[src/rtl/pattern_sequencer.sv]
// Frame-aligned pattern select sequencer for the VGA test pattern generator (optional blanking: PATTERN_SEQ_BLANK_EN).
// Latency: o_pattern/o_changed update one cycle after the committing i_frame_strobe.
// Backpressure: none; requests are held in a single latest-wins slot until the next frame strobe.
module pattern_sequencer #(
    parameter int NUM_PATTERNS       = 10,
    parameter int FIRST_PATTERN      = 1,
    parameter int FRAMES_PER_PATTERN = 120,
    parameter int BLANK_FRAMES       = 2
) (
    input  logic       i_clk,
    input  logic       i_rst_n,
    input  logic       i_frame_strobe,
    input  logic       i_next,
    input  logic       i_prev,
    input  logic       i_auto,
    output logic [3:0] o_pattern,
    output logic       o_changed,
    output logic       o_busy
);

    localparam int              CW       = $clog2(FRAMES_PER_PATTERN) + 1;
    localparam logic [3:0]      P_FIRST  = 4'(FIRST_PATTERN);
    localparam logic [3:0]      P_LAST   = 4'(NUM_PATTERNS - 1);
    localparam logic [CW-1:0]   CNT_LAST = CW'(FRAMES_PER_PATTERN - 1);

    // Reject parameter sets outside the legal ranges at elaboration.
    if ((NUM_PATTERNS < 2) || (NUM_PATTERNS > 16) || (FIRST_PATTERN < 0) ||
        (FIRST_PATTERN >= NUM_PATTERNS - 1) || (FRAMES_PER_PATTERN < 1) ||
        (BLANK_FRAMES < 1)) begin : g_bad_params
        $error("pattern_sequencer: illegal parameter combination");
    end

`ifdef PATTERN_SEQ_BLANK_EN
    localparam int            BW         = $clog2(BLANK_FRAMES) + 1;
    localparam logic [BW-1:0] BLANK_LAST = BW'(BLANK_FRAMES - 1);
    typedef enum logic [1:0] {S_RUN = 2'd0, S_PENDING = 2'd1, S_BLANK = 2'd2} state_t;
    logic [3:0]    r_target,    w_target_nxt;
    logic [BW-1:0] r_blank_cnt, w_blank_cnt_nxt;
`else
    typedef enum logic [1:0] {S_RUN = 2'd0, S_PENDING = 2'd1} state_t;
`endif

    state_t        r_state,    w_state_nxt;
    logic          r_pend_vld, w_pend_vld_nxt;
    logic          r_pend_dir, w_pend_dir_nxt;   // 1 = next, 0 = prev
    logic [3:0]    r_pattern,  w_pattern_nxt;
    logic          r_changed,  w_changed_nxt;
    logic [CW-1:0] r_auto_cnt, w_auto_cnt_nxt;

    logic       w_req_vld, w_eff_vld, w_eff_dir, w_in_run, w_auto_hit, w_commit;
    logic [3:0] w_target;

    // One step through FIRST..LAST with wrap at both ends.
    function automatic logic [3:0] f_step(input logic [3:0] pat, input logic dir);
        if (dir) f_step = (pat == P_LAST)  ? P_FIRST : pat + 4'd1;
        else     f_step = (pat == P_FIRST) ? P_LAST  : pat - 4'd1;
    endfunction

    // A fresh single-direction request overrides whatever is already latched.
    assign w_req_vld  = i_next ^ i_prev;
    assign w_eff_vld  = w_req_vld | r_pend_vld;
    assign w_eff_dir  = w_req_vld ? i_next : r_pend_dir;
    assign w_in_run   = (r_state == S_RUN);
    assign w_auto_hit = w_in_run && i_auto && (r_auto_cnt == CNT_LAST);
    assign w_commit   = ((r_state == S_RUN) || (r_state == S_PENDING)) && i_frame_strobe &&
                        (w_eff_vld || w_auto_hit);
    // Manual requests win over the auto step.
    assign w_target   = f_step(r_pattern, w_eff_vld ? w_eff_dir : 1'b1);

    // Next-state, request latch, auto dwell counter and output selection.
    always_comb begin
        w_state_nxt    = r_state;
        w_pend_vld_nxt = r_pend_vld;
        w_pend_dir_nxt = r_pend_dir;
        w_pattern_nxt  = r_pattern;
        w_changed_nxt  = 1'b0;
`ifdef PATTERN_SEQ_BLANK_EN
        w_target_nxt    = r_target;
        w_blank_cnt_nxt = r_blank_cnt;
`endif
        if (w_req_vld) begin
            w_pend_vld_nxt = 1'b1;
            w_pend_dir_nxt = i_next;
        end

        if (!w_in_run || !i_auto || w_commit) w_auto_cnt_nxt = '0;
        else if (i_frame_strobe)             w_auto_cnt_nxt = r_auto_cnt + CW'(1);
        else                                 w_auto_cnt_nxt = r_auto_cnt;

        case (r_state)
            S_RUN, S_PENDING: begin
                if (w_commit) begin
                    w_pend_vld_nxt = 1'b0;
`ifdef PATTERN_SEQ_BLANK_EN
                    w_pattern_nxt   = 4'd0;
                    w_target_nxt    = w_target;
                    w_blank_cnt_nxt = '0;
                    w_state_nxt     = S_BLANK;
`else
                    w_pattern_nxt   = w_target;
                    w_changed_nxt   = 1'b1;
                    w_state_nxt     = S_RUN;
`endif
                end else if (w_eff_vld) begin
                    w_state_nxt = S_PENDING;
                end
            end
`ifdef PATTERN_SEQ_BLANK_EN
            S_BLANK: begin
                if (i_frame_strobe) begin
                    if (r_blank_cnt == BLANK_LAST) begin
                        w_pattern_nxt = r_target;
                        w_changed_nxt = 1'b1;
                        // Anything latched during blanking waits for the next strobe.
                        w_state_nxt   = w_pend_vld_nxt ? S_PENDING : S_RUN;
                    end else begin
                        w_blank_cnt_nxt = r_blank_cnt + BW'(1);
                    end
                end
            end
`endif
            default: w_state_nxt = S_RUN;
        endcase
    end

    // State and datapath registers.
    always_ff @(posedge i_clk or negedge i_rst_n) begin
        if (!i_rst_n) begin
            r_state    <= S_RUN;
            r_pend_vld <= 1'b0;
            r_pend_dir <= 1'b0;
            r_pattern  <= P_FIRST;
            r_changed  <= 1'b0;
            r_auto_cnt <= '0;
`ifdef PATTERN_SEQ_BLANK_EN
            r_target    <= P_FIRST;
            r_blank_cnt <= '0;
`endif
        end else begin
            r_state    <= w_state_nxt;
            r_pend_vld <= w_pend_vld_nxt;
            r_pend_dir <= w_pend_dir_nxt;
            r_pattern  <= w_pattern_nxt;
            r_changed  <= w_changed_nxt;
            r_auto_cnt <= w_auto_cnt_nxt;
`ifdef PATTERN_SEQ_BLANK_EN
            r_target    <= w_target_nxt;
            r_blank_cnt <= w_blank_cnt_nxt;
`endif
        end
    end

    assign o_pattern = r_pattern;
    assign o_changed = r_changed;
    assign o_busy    = (r_state != S_RUN);

endmodule

[config.mk]
export PLATFORM = sky130hd
export DESIGN_NAME = pattern_sequencer
export DESIGN_NICKNAME = d
export VERILOG_FILES = /design/src/rtl/pattern_sequencer.sv
export SDC_FILE = /design/constraint.sdc
export NUM_CORES = 1
export LEC_CHECK = 0
export BUFFER_PORTS_ARGS = -buffer_cell sky130_fd_sc_hd__buf_2
export CELL_PAD_IN_SITES_DETAIL_PLACEMENT = 1
export CELL_PAD_IN_SITES_GLOBAL_PLACEMENT = 2
export CORE_AREA = 4 4 69 71
export CTS_CLUSTER_SIZE = 28
export DETAILED_ROUTE_END_ITERATION = 8
export DIE_AREA = 0 0 73 75
export HOLD_SLACK_MARGIN = 0.02
export PLACE_DENSITY_LB_ADDON = 0.1
export SETUP_SLACK_MARGIN = 0.2
export SYNTH_ARGS = -nofsm -noshare
export SYNTH_HDL_FRONTEND = slang
export SYNTH_SLANG_ARGS = --single-unit
[constraint.sdc]
create_clock -name i_clk -period 1.65 [get_ports i_clk]
set_input_delay 0.0825 -clock i_clk [delete_from_list [all_inputs] [get_ports i_clk]]
set_output_delay 0.0825 -clock i_clk [all_outputs]
set_load 0.01 [all_outputs]
After elaboration in Yosys (flattened, before gate mapping)
Index checks and enable logic that the tools add are counted.
{"block": "classes", "n_reduce_logical": 15, "addsub": 3, "eq_ne": 5, "bitwise": 2, "muxes": 15}
{"operator": "8-bit two-way mux", "n": 2}
{"operator": "4-bit two-way mux", "n": 3}
{"operator": "8-bit by 1-bit adder with 8-bit output (second input constant)", "n": 1}
{"operator": "8-bit by 7-bit == test with 1-bit output (second input constant)", "n": 1}
{"operator": "1-bit two-way mux", "n": 7}
{"operator": "2-bit two-way mux", "n": 3}
{"operator": "4-bit by 1-bit adder with 4-bit output (second input constant)", "n": 1}
{"operator": "4-bit by 1-bit == test with 1-bit output (second input constant)", "n": 1}
{"operator": "4-bit == test (second input constant)", "n": 1}
{"operator": "1-bit logical AND", "n": 4}
{"operator": "1-bit logical OR", "n": 4}
{"operator": "2-bit nonzero test", "n": 2}
{"operator": "4-bit by 1-bit subtractor with 4-bit output (second input constant)", "n": 1}
{"operator": "3-bit != test (second input constant)", "n": 1}
{"operator": "2-bit by 1-bit == test with 1-bit output (second input constant)", "n": 1}
{"operator": "1-bit zero test", "n": 2}
{"operator": "2-bit zero test", "n": 1}
{"operator": "2-bit AND reduction", "n": 1}
{"operator": "2-bit OR reduction", "n": 1}
{"operator": "1-bit OR", "n": 1}
{"operator": "1-bit XOR", "n": 1}
{"block": "totals", "reg_bits": 17, "inputBits": 6, "wordCells": 46}

Depth between registers and ports, before layout
Gate-level depths: netlist (run 1).
{"block": "depth", "depth_word": 7, "depth_mapped": 7, "depth_no_buf": 7}

Worst setup path before layout (run 1)
Ideal clock, no wire load.
{"block": "synth_timing", "kind": "register -> register", "from": "register r_pattern[0], in the netlist o_pattern[0]", "to": "register r_pattern[2], in the netlist o_pattern[2]", "path_slack_ns": 0.029, "required_ns": 1.525, "arrival_ns": 1.496, "synth_period_minus_slack_ns": 1.621, "path_stages_with_launch": 6, "n_path_buf": 0, "setup_ns": 0.125, "cell_sequence": "dfstp_2 ha_1 inv_1 nor4_1 nor3_1 mux2_4"}
{"block": "synth_between", "elab_chain_cells": 3, "word_cells_on_any_way": 7}
{"item": "start, declared", "line_no": "46", "source": "logic [3:0] r_pattern, w_pattern_nxt;"}
{"item": "start signal, assigned", "line_no": "143", "source": "r_pattern <= w_pattern_nxt;"}
{"item": "4-bit by 1-bit subtractor with 4-bit output (tied with other cells)", "line_no": "56", "source": "else f_step = (pat == P_FIRST) ? P_LAST : pat - 4'd1;"}
{"item": "4-bit two-way mux (on tied branches)", "line_no": "56, 55"}
{"item": "4-bit two-way mux (*)", "line_no": "55", "source": "if (dir) f_step = (pat == P_LAST) ? P_FIRST : pat + 4'd1;"}
Every way passes the cells marked *; elsewhere a longest branch is shown, timed or not.
A chain may end at the register's enable or synchronous reset.

Final worst setup path (run 1)
{"block": "layout_timing", "from": "register r_pend_dir", "to": "register r_pattern[3], in the netlist o_pattern[3]"}
{"block": "layout_between", "elab_chain_cells": 3}
{"item": "start, declared", "line_no": "45", "source": "logic r_pend_dir, w_pend_dir_nxt;"}
{"item": "start signal, assigned", "line_no": "142", "source": "r_pend_dir <= w_pend_dir_nxt;"}
{"item": "1-bit two-way mux"}
{"item": "1-bit two-way mux", "line_no": "68", "source": "assign w_target = f_step(r_pattern, w_eff_vld ? w_eff_dir : 1'b1);"}
{"item": "4-bit two-way mux", "line_no": "55"}
No other way between the ends.

==> results of run 1 <==
## layer usage
layer / vias to the layer above / share of wire (%)
met1: 407 / 50
met5: - / 0
met4: 0 / 0.57
met3: 2 / 3.1
li1: 405 / -
met2: 10 / 46
## through the flow
stage / worst slack [ns] / power [W] / hold WS (ns) / std cells
4_1_cts: 0.0856 / 0.00152 / 0.101 / 176
3_3_place_gp: 0.0342 / 0.00116 / 0.0328 / 162
3_5_place_dp: 0.0247 / 0.00114 / 0.0358 / 162
2_1_floorplan: 0.103 / 0.000941 / -0.213 / 98
5_1_grt: 0.0255 / 0.00166 / 0.109 / 179
6_report: 0.0942 / 0.00152 / 0.114 / 179
## cell families (layout without fill, tap and decap cells)
kind of cell | count (synthesis) | in the layout | share of synthesized area [%]
AND/OR/NAND/NOR | 38 | 38 | 22.2
XOR/XNOR | 8 | 8 | 7.25
AO/OA/AOI/OAI | 20 | 20 | 15.4
adder cells (fa/ha/maj) | 5 | 5 | 6.48
buffers and inverters | 9 | 38 | 4.40
flip-flops | 16 | 16 | 41.6
multiplexers | 2 | 2 | 2.72
## final timing paths
path                            depth (start not counted)             to  startpoint
worst max-delay path                                    5   o_pattern[3]  r_pend_dir
worst min register to register                          2     r_state[0]  r_state[0]
min in group asynchronous                               2  r_auto_cnt[0]     i_rst_n
worst min-delay path                                    2     r_pend_dir      i_prev
worst max register to register                          5   o_pattern[3]  r_pend_dir
max in group asynchronous                               2   o_pattern[0]     i_rst_n
## where the power goes
| group | leakage (nW) | internal (W) | switching (W) | total (W) |
|---|---|---|---|---|
| sequential | 0.203 | 0.000463 | 0.0000812 | 0.000544 |
| clock | 0.0228 | 0.000171 | 0.000131 | 0.000302 |
| combinational | 0.354 | 0.000330 | 0.000344 | 0.000674 |
## sequential cells by signal (all words and copies together), names as in the netlist
register	flops
r_pend_vld	1
o_pattern	4
r_pend_dir	1
o_changed	1
r_auto_cnt	8
r_state	1
## area by class of cell
| class | count | share of cell area [%] |
|---|---|---|
| multi-input combinational | 73 | 45.4 |
| timing repair buffer | 29 | 14.7 |
| sequential | 16 | 30.1 |
| tap | 52 | 4.86 |
| inverter | 5 | 1.59 |
| clock buffer | 4 | 3.37 |
## critical path, cell delays in order (launching register included)
cell,delay (ns)
dfrtp_1,0.40
or3b_4,0.41
nand4_1,0.11
o21ai_1,0.06
a221o_1,0.31
a22oi_2,0.19
## synthesized netlist by cell type, drive strengths merged (3+ instances only)
master / instances / share of area, %
a21oi: 3 / 1.6
dfrtp: 15 / 39
ha: 5 / 6.5
inv: 5 / 1.9
nand2: 3 / 1.2
nand2b: 3 / 1.9
nand3: 3 / 1.6
nor2: 12 / 4.7
nor4: 3 / 1.9
o21ai: 4 / 2.1
xnor2: 4 / 3.6
xor2: 4 / 3.6
## timing repair
item                                    in CTS  in global routing
pin swaps                                   11                  7
hold endpoints to repair                    15                  0
gates resized for setup                      9                 11
hold buffers                                 1                  0
setup buffers                                9                  3
endpoints found under the setup margin      12                 11
==> reports/qor.txt, run 1 <==
status: finished clean
f_max: 0.643 GHz
Hold Path Class: in -> reg
DRC errors left: 0
DR vias: 824
Post-Syn Area per Cell: 9.86 um^2
Final Cell Area: 0.00134 mm^2
EDFF count, synth: 0
IO Count: 12
first-pass GRT wire length: 4.28 mm
#FFs+latches synth: 16
Die H: 75 um
initial antenna violation count: 0
Final Setup Violations: 0
grt met2 use: 16.1%
Max VDD drop: 486 uV
Final HPWL DP: 1.74 mm
area grow syn2layout: 38.5%
Hold Fails Final Rpt: 0
Worst-path clk slew: 0.06 ns
Antenna Violating Nets Remaining: 0
H-tree depth: 1
commonest cells after routing, fill and taps aside: buf_4 (16), dfrtp_1 (14), buf_2 (11), nor2_2 (7), nor2_1 (5)
Leakage Power: 0.580 nW
RSZ-0062 raised after global routing: yes
CTS tree: yes
Slew Limit Fails: 0
Syn Nets: 109
Initial Util: 22.8%
cell area after synthesis: 966 um^2
largest net degree at the start of global routing: 17
capturing element type of the critical path: register
P per Cell Area: 1140 mW/mm^2
WS Path Type: reg -> reg
clock sinks: 16
Post-synth ARST share: 100%
routed wire length: 2.47 mm
crit-path max FO: 5
Routed wire per std cell: 13.8 um
met1 usage: 13.8%
Startpoint Class: register
ys flop type: dfrtp_1
FP Rows: 24
Root Buffer: clkbuf_8
GR peak layer: met2
crit share post-route: 94.3%
count of warnings emitted by yosys: 0
flop2flop setup slack: 0.09 ns
ANT cells: 0
setup_tns: 0 ns
final worst path period need: 1.56 ns
Final Wtd Congestion: 0.680
Max-slew headroom: 73.3%
placed inst area: 0.00113 mm^2
Synth cell types: 42
CTS buffer count: 3
TritonRoute pass-1 iters: 4
Skew-Pair Late Insertion Delay: 0.24 ns
Tightest Pin Transition: 0.400 ns
commonest non-fill, non-tap cell in the layout: buf_4
met3 usage: 3.20%
crit path DAT: 1.72 ns
synthesized instance count: 98
layout cells sized above 1: 46.5%
total track usage: 10.1%
PortBufs: 11
vias in the first global route: 873
Multi-input gate area: 607 um^2
Register Area: 403 um^2
die width: 73 um
Core Footprint: 0.00423 mm^2
Initial DRC Count: 36
nets: 139
Crit path required time: 1.82 ns
CTS max path bufs: 2
MaxCap Viol Count: 0
clk_skew: 0.00184 ns
drt via density: 4.60
fill count: 504
final core occ: 31.6%
register area share after synthesis: 41.6%
GR Overflow Total: 0
Die ar.: 0.00548 mm^2
Power figures use the tool's default switching activity.
==> inputs of run 2 (changes only) <==
--- a/config.mk
+++ b/config.mk
@@ -8,10 +8,10 @@
 export BUFFER_PORTS_ARGS = -buffer_cell sky130_fd_sc_hd__buf_2
 export CELL_PAD_IN_SITES_DETAIL_PLACEMENT = 1
 export CELL_PAD_IN_SITES_GLOBAL_PLACEMENT = 2
-export CORE_AREA = 4 4 69 71
+export CORE_AREA = 4 4 60 62
 export CTS_CLUSTER_SIZE = 28
 export DETAILED_ROUTE_END_ITERATION = 8
-export DIE_AREA = 0 0 73 75
+export DIE_AREA = 0 0 64 66
 export HOLD_SLACK_MARGIN = 0.02
 export PLACE_DENSITY_LB_ADDON = 0.1
 export SETUP_SLACK_MARGIN = 0.2
==> run 2 against run 1 <==
Net effect:
- power is 6.2% lower
- utilization rose by 11 points
- sequential power barely moved
- register-to-register slack worse by 0.04 ns
- cell area down 4.1%
- wire length down 3.5%
- clock-buffer cell count is the same
- critical endpoint is now o_pattern[2]
- highest routed layer unchanged
==> reports/qor.txt, run 2 (synthesis results as in run 1) <==
worst hold start: i_prev
Final HPWL DP: 1.74 mm (-0.30%)
status: finished clean
Worst Hold Depth: 2 (unchanged)
FP Rows: 20 (-17%)
flop2flop setup slack: 0.06 ns (-0.04 ns)
Final Setup Violations: 0 (unchanged)
Routed wire per std cell: 14.3 um (+3.4%)
crit-path max FO: 7 (+2)
Hold EP: r_pend_dir
clk_skew: 0.00352 ns (+0.00167 ns)
Slew Limit Fails: 0 (unchanged)
Tot Pwr: 0.00143 W (-6.2%)
Die H: 66 um (-12%)
ANT cells: 0 (unchanged)
initial antenna violation count: 0 (unchanged)
nets: 135 (-2.9%)
RSZ-0062 raised after global routing: yes
clock sinks: 16 (unchanged)
met1 WL: 1.16 mm (-7.1%)
MaxCap Viol Count: 0 (unchanged)
Worst-path clk slew: 0.09 ns (+0.03 ns)
Hold Fails Final Rpt: 0 (unchanged)
CTS tree: yes
Final Wtd Congestion: 0.757 (+11%)
max FFs per register: 8 (unchanged)
Hold Path Class: in -> reg
Reg2Reg Launch Point: r_auto_cnt[7]
DR vias: 814 (-1.2%)
wire length on met3: 107 um (+41%)
H-tree depth: 1 (unchanged)
PortBufs: 11 (unchanged)
IO Count: 12 (unchanged)
DRC errors left: 0 (unchanged)
Skew-Pair Late Insertion Delay: 0.29 ns (+0.05 ns)
layout cells sized above 1: 43.1% (-3.4 points)
Root Buffer: clkbuf_4
first-pass GRT wire length: 4.05 mm (-5.3%)
Tightest Pin Transition: 0.382 ns (-0.0180 ns)
largest net degree at the start of global routing: 17 (unchanged)
top sig layer: met4
CTS max path bufs: 2 (unchanged)
vias in the first global route: 815 (-6.6%)
Biggest register: r_auto_cnt
commonest non-fill, non-tap cell in the layout: dfrtp_1
Die ar.: 0.00422 mm^2 (-23%)
commonest cells after routing, fill and taps aside: dfrtp_1 (14), buf_4 (12), buf_2 (11), nor2_1 (5), nor2_2 (5)
drt via density: 4.87 (+5.9%)
setup_tns: 0 ns (unchanged)
Core Footprint: 0.00303 mm^2 (-28%)
Max VDD drop: 547 uV (+12%)
met2 WL: 1.09 mm (-3.6%)
TritonRoute pass-1 iters: 4 (unchanged)
crit path DAT: 1.78 ns (+0.06 ns)
area grow syn2layout: 32.8%
crit share post-route: 96.5% (+2.3 points)
Antenna Violating Nets Remaining: 0 (unchanged)
Initial DRC Count: 34 (-5.6%)
P per Cell Area: 1110 mW/mm^2 (-2.2%)
Initial Util: 31.9% (+9.1 points)
final worst path period need: 1.59 ns (+0.0371 ns)
total track usage: 12.7% (+2.7 points)
Leakage Power: 0.557 nW (-3.8%)
Worst R2R End: o_pattern[2]
die width: 64 um (-12%)
GR Overflow Total: 0 (unchanged)
CTS buffer count: 3 (unchanged)
Max-slew headroom: 74.5% (+1.2 points)
Startpoint Class: register
Crit path required time: 1.84 ns (+0.02 ns)
f_max: 0.628 GHz (-2.3%)
routed wire length: 2.39 mm (-3.5%)
WS Path Type: reg -> reg
R2R depth: 5 (unchanged)
capturing element type of the critical path: register
[run 2: layout make-up]
cell class                      instances  area, um^2
Timing Repair Buffer                   25         166
Sequential cell                        16         403
Tap cell                               44        55.1
Multi-Input combinational cell         73         603
Inverter                                5        18.8
Clock buffer                            4        36.3
Fill cell                             346        1750
[run 2: repair_timing]
action | CTS | global route
hold buffers | 1 | 0
setup buffers | 6 | 2
resized for setup | 5 | 11
endpoints found under the setup margin | 12 | 12
hold endpoints to repair | 16 | 0
pin swaps | 10 | 1
[run 2: worst max-delay path, cell delays in order, from the launching register on]
cell	delay (ns)
dfrtp_1	0.41
nor4b_2	0.28
and4_1	0.24
o21a_4	0.17
o211ai_2	0.09
mux2_4	0.30
[run 2: how the worst max path moves through the flow]
stage | start | to | slack [ns] | cells after the start
global placement | r_auto_cnt[7] | o_pattern[2] | 0.05 | 5
detailed placement | r_auto_cnt[7] | o_pattern[2] | 0.02 | 5
finish | r_auto_cnt[7] | o_pattern[2] | 0.06 | 5
floorplan | r_auto_cnt[3] | o_pattern[2] | 0.10 | 6
CTS | r_pend_vld | o_pattern[3] | 0.05 | 5
global route | r_auto_cnt[7] | o_pattern[2] | -0.04 | 5
[run 2: where the power goes]
group / internal, W / switching, W
logic: 0.000300 / 0.000322
clock network: 0.000135 / 0.000127
registers: 0.000462 / 0.0000794
[run 2: layer usage]
| metal | vias up | GRT usage [%] |
|---|---|---|
| met5 | - | 0 |
| met4 | 0 | 4.04 |
| met3 | 4 | 4.76 |
| met2 | 12 | 20.4 |
| met1 | 400 | 15.8 |
| li1 | 398 | - |
[run 2: per-stage QoR]
stage	cell area, um^2	util [%]	std cells	setup WS [ns]	hold WS [ns]
2_1_floorplan	992	-	98	0.103	-0.213
3_3_place_gp	1120	36.9	154	0.0500	0.0181
3_5_place_dp	1120	36.9	154	0.0183	0.0219
4_1_cts	1230	40.5	165	0.0518	0.0335
5_1_grt	1280	42.4	167	-0.0367	0.0491
6_report	1280	42.4	167	0.0571	0.0472
==> inputs of run 3 (changes only) <==
--- a/config.mk
+++ b/config.mk
@@ -5,13 +5,14 @@
 export SDC_FILE = /design/constraint.sdc
 export NUM_CORES = 1
 export LEC_CHECK = 0
+export ABC_AREA = 1
 export BUFFER_PORTS_ARGS = -buffer_cell sky130_fd_sc_hd__buf_2
 export CELL_PAD_IN_SITES_DETAIL_PLACEMENT = 1
 export CELL_PAD_IN_SITES_GLOBAL_PLACEMENT = 2
-export CORE_AREA = 4 4 60 62
+export CORE_AREA = 4 4 65 67
 export CTS_CLUSTER_SIZE = 28
 export DETAILED_ROUTE_END_ITERATION = 8
-export DIE_AREA = 0 0 64 66
+export DIE_AREA = 0 0 69 71
 export HOLD_SLACK_MARGIN = 0.02
 export PLACE_DENSITY_LB_ADDON = 0.1
 export SETUP_SLACK_MARGIN = 0.2
==> run 3 against run 2 <==
Net effect:
- sequential cell count unchanged
- hold slack better by 0.11 ns
- worst setup slack better by 0.20 ns
- die area up 16%
- clock-buffer cell count unchanged
- final cell count up 26%
- critical path depth up 2
- largest cell class unchanged
- clock power up 18%
- first-iteration DRC count down 85%
- sequential share of layout area down 0.72 points
- global-route usage down 1.5 points
==> reports/qor.txt, run 3 <==
status: finished clean
Die ar.: 0.00490 mm^2 (+16%)
DRC errors left: 0 (unchanged)
post-synthesis cell type with the largest combined area: dfrtp_1
CTS max path bufs: 2 (unchanged)
nets: 175 (+30%)
crit share post-route: 84.5% (-12 points)
synthesized instance count: 139 (+42%)
Max VDD drop: 433 uV (-21%)
first-pass GRT wire length: 4.51 mm (+11%)
f_max: 0.717 GHz (+14%)
top-area cell type share of the netlist area: 36.3% (-2.6 points)
final worst path period need: 1.39 ns (-0.198 ns)
Root Buffer: clkbuf_8
GR Overflow Total: 0 (unchanged)
PortBufs: 11 (unchanged)
worst hold slack: 0.162 ns (+0.114 ns)
die width: 69 um (+7.8%)
capturing element type of the critical path: register
Initial Util: 28.5% (-3.4 points)
Skew-Pair Late Insertion Delay: 0.25 ns (-0.04 ns)
Post-synth ARST share: 100% (unchanged)
clk_skew: 0.00383 ns (+0.000314 ns)
register area share after synthesis: 38.8% (-2.8 points)
Sw Pwr: 0.000566 W (+7.0%)
Tot Pwr: 0.00147 W (+3.1%)
Hold Fails Final Rpt: 0 (unchanged)
Comb pwr share: 42.3% (-1.4 points)
Post-Syn Area per Cell: 7.44 um^2 (-24%)
vias in the first global route: 966 (+19%)
Startpoint Class: register
Synth area leaders: dfrtp_1 (36%), nand2_1 (17%), inv_1 (6.9%)
crit path DAT: 1.54 ns (-0.24 ns)
ANT cells: 0 (unchanged)
Sw Share: 38.5% (+1.4 points)
Hold Path Class: in -> reg
Slew Limit Fails: 0 (unchanged)
DR vias: 935 (+15%)
Multi-input gate area: 597 um^2 (-1.0%)
CTS tree: yes
largest net degree at the start of global routing: 17 (unchanged)
Non-Filler Instances: 211 (+26%)
Core Footprint: 0.00363 mm^2 (+20%)
EDFF count, synth: 0 (unchanged)
Worst-path clk slew: 0.07 ns (-0.02 ns)
Final Cell Area: 0.00131 mm^2 (+2.3%)
initial antenna violation count: 0 (unchanged)
commonest cells after routing, fill and taps aside: nand2_1 (46), inv_1 (16), dfrtp_1 (14), nor2_1 (13), buf_2 (11)
WS Path Type: reg -> reg
Final Wtd Congestion: 0.743 (-1.8%)
Synth cell types: 23 (-45%)
#FFs+latches synth: 16 (unchanged)
Flop pwr share: 36.7% (-1.3 points)
max FFs per register: 8 (unchanged)
Leakage Power: 0.701 nW (+26%)
CTS buffer count: 3 (unchanged)
setup_tns: 0 ns (unchanged)
Int Pwr: 0.000903 W (+0.73%)
crit-path max FO: 5 (-2)
Syn Nets: 150 (+38%)
Final HPWL DP: 1.89 mm (+9.0%)
count of warnings emitted by yosys: 0 (unchanged)
Final Setup Violations: 0 (unchanged)
layout cells sized above 1: 29.4% (-14 points)
placed inst area: 0.00114 mm^2 (+2.6%)
total track usage: 11.2% (-1.5 points)
ys flop type: dfrtp_1
cell area after synthesis: 0.00103 mm^2 (+7.1%)
top-count cell post-synth: nand2_1
Tightest Pin Transition: 0.401 ns (+0.0190 ns)
FP Rows: 22 (+10%)
top cells by count, synth: nand2_1 (46), inv_1 (19), dfrtp_1 (15)
RSZ-0062 raised after global routing: yes
Inst Count DP: 197 (+28%)
Max-slew headroom: 73.2% (-1.3 points)
P per Cell Area: 1120 mW/mm^2 (+0.71%)
area grow syn2layout: 26.8%
commonest non-fill, non-tap cell in the layout: nand2_1
MaxCap Viol Count: 0 (unchanged)
clock share of power: 21.1% (+2.7 points)
Biggest register: r_auto_cnt
Die H: 71 um (+7.6%)
H-tree depth: 1 (unchanged)
routed wire length: 2.61 mm (+9.3%)
Initial DRC Count: 5 (-85%)
fill count: 461 (+33%)
drt via density: 4.43 (-9.1%)
Routed wire per std cell: 12.4 um (-13%)
Register Area: 403 um^2 (unchanged)
IO Count: 12 (unchanged)
Crit path required time: 1.79 ns (-0.05 ns)
clock sinks: 16 (unchanged)
TritonRoute pass-1 iters: 4 (unchanged)
Antenna Violating Nets Remaining: 0 (unchanged)
run 3: kinds of logic (layout without fill, tap and decap cells):
kind of cell / count (synthesis) / after routing / share of synthesized area [%]
AO/OA/AOI/OAI: 2 / 2 / 1.21
XOR/XNOR: 6 / 6 / 5.08
adder cells (fa/ha/maj): 5 / 5 / 6.05
buffers and inverters: 21 / 45 / 7.74
flip-flops: 16 / 16 / 38.8
AND/OR/NAND/NOR: 89 / 89 / 41.1
run 3: through the flow:
step,utilization (%),worst slack [ns]
after CTS,34.2,0.198
after floorplan,-,0.215
after global routing,36.1,0.175
final,36.1,0.255
after global placement,31.5,0.177
after detailed placement,31.5,0.156
run 3: worst paths after layout:
| path | startpoint | endpoint | slack (ns) | cells past startpoint |
|---|---|---|---|---|
| setup / recovery | o_pattern[0] | o_pattern[1] | 0.26 | 7 |
| setup reg to reg | o_pattern[0] | o_pattern[1] | 0.26 | 7 |
| hold reg to reg | r_auto_cnt[5] | r_auto_cnt[5] | 0.53 | 2 |
| hold / removal | i_frame_strobe | r_auto_cnt[1] | 0.16 | 3 |
| max in group asynchronous | i_rst_n | o_pattern[0] | 1.03 | 2 |
| min in group asynchronous | i_rst_n | r_auto_cnt[3] | 0.29 | 2 |
run 3: power groups by stage:
stage	Clock [W]	Sequential, W	Combinational (W)
6_report	0.000309	0.000539	0.000621
5_1_grt	0.000348	0.000551	0.000709
4_1_cts	0.000332	0.000539	0.000552
3_5_place_dp	0	0.000555	0.000497
3_3_place_gp	0	0.000551	0.000505
2_1_floorplan	0	0.000541	0.000359
run 3: per-layer routing:
metal	vias up	track usage [%]	wire length, um	share of wire [%]
li1	475	-	-	-
met1	448	13.8	1190	46
met2	8	20.1	1350	52
met3	4	1.70	46	1.8
met4	0	3.25	27	1.0
met5	-	0	0	0
run 3: worst max-delay path: stages (launching register included):
cell     delay, ns
dfstp_2       0.58
inv_2         0.07
ha_1          0.19
or2_4         0.22
nand3_2       0.07
nand2_1       0.05
nand2_1       0.05
nand2_1       0.05
run 3: what timing repair did:
action | in CTS | in global routing
buffers inserted | 5 | 4
setup endpoints to repair | 8 | 10
resized for setup | 2 | 12
hold endpoints to repair | 15 | 0
pin swaps | 0 | 7
hold buffers | 1 | 0
run 3: final cells by class:
cell class / count / share of cell area, %
Inverter: 20 / 5.72
Sequential cell: 16 / 30.7
Tap cell: 48 / 4.58
Clock buffer: 4 / 3.43
Timing Repair Buffer: 21 / 10.1
Multi-Input combinational cell: 102 / 45.5
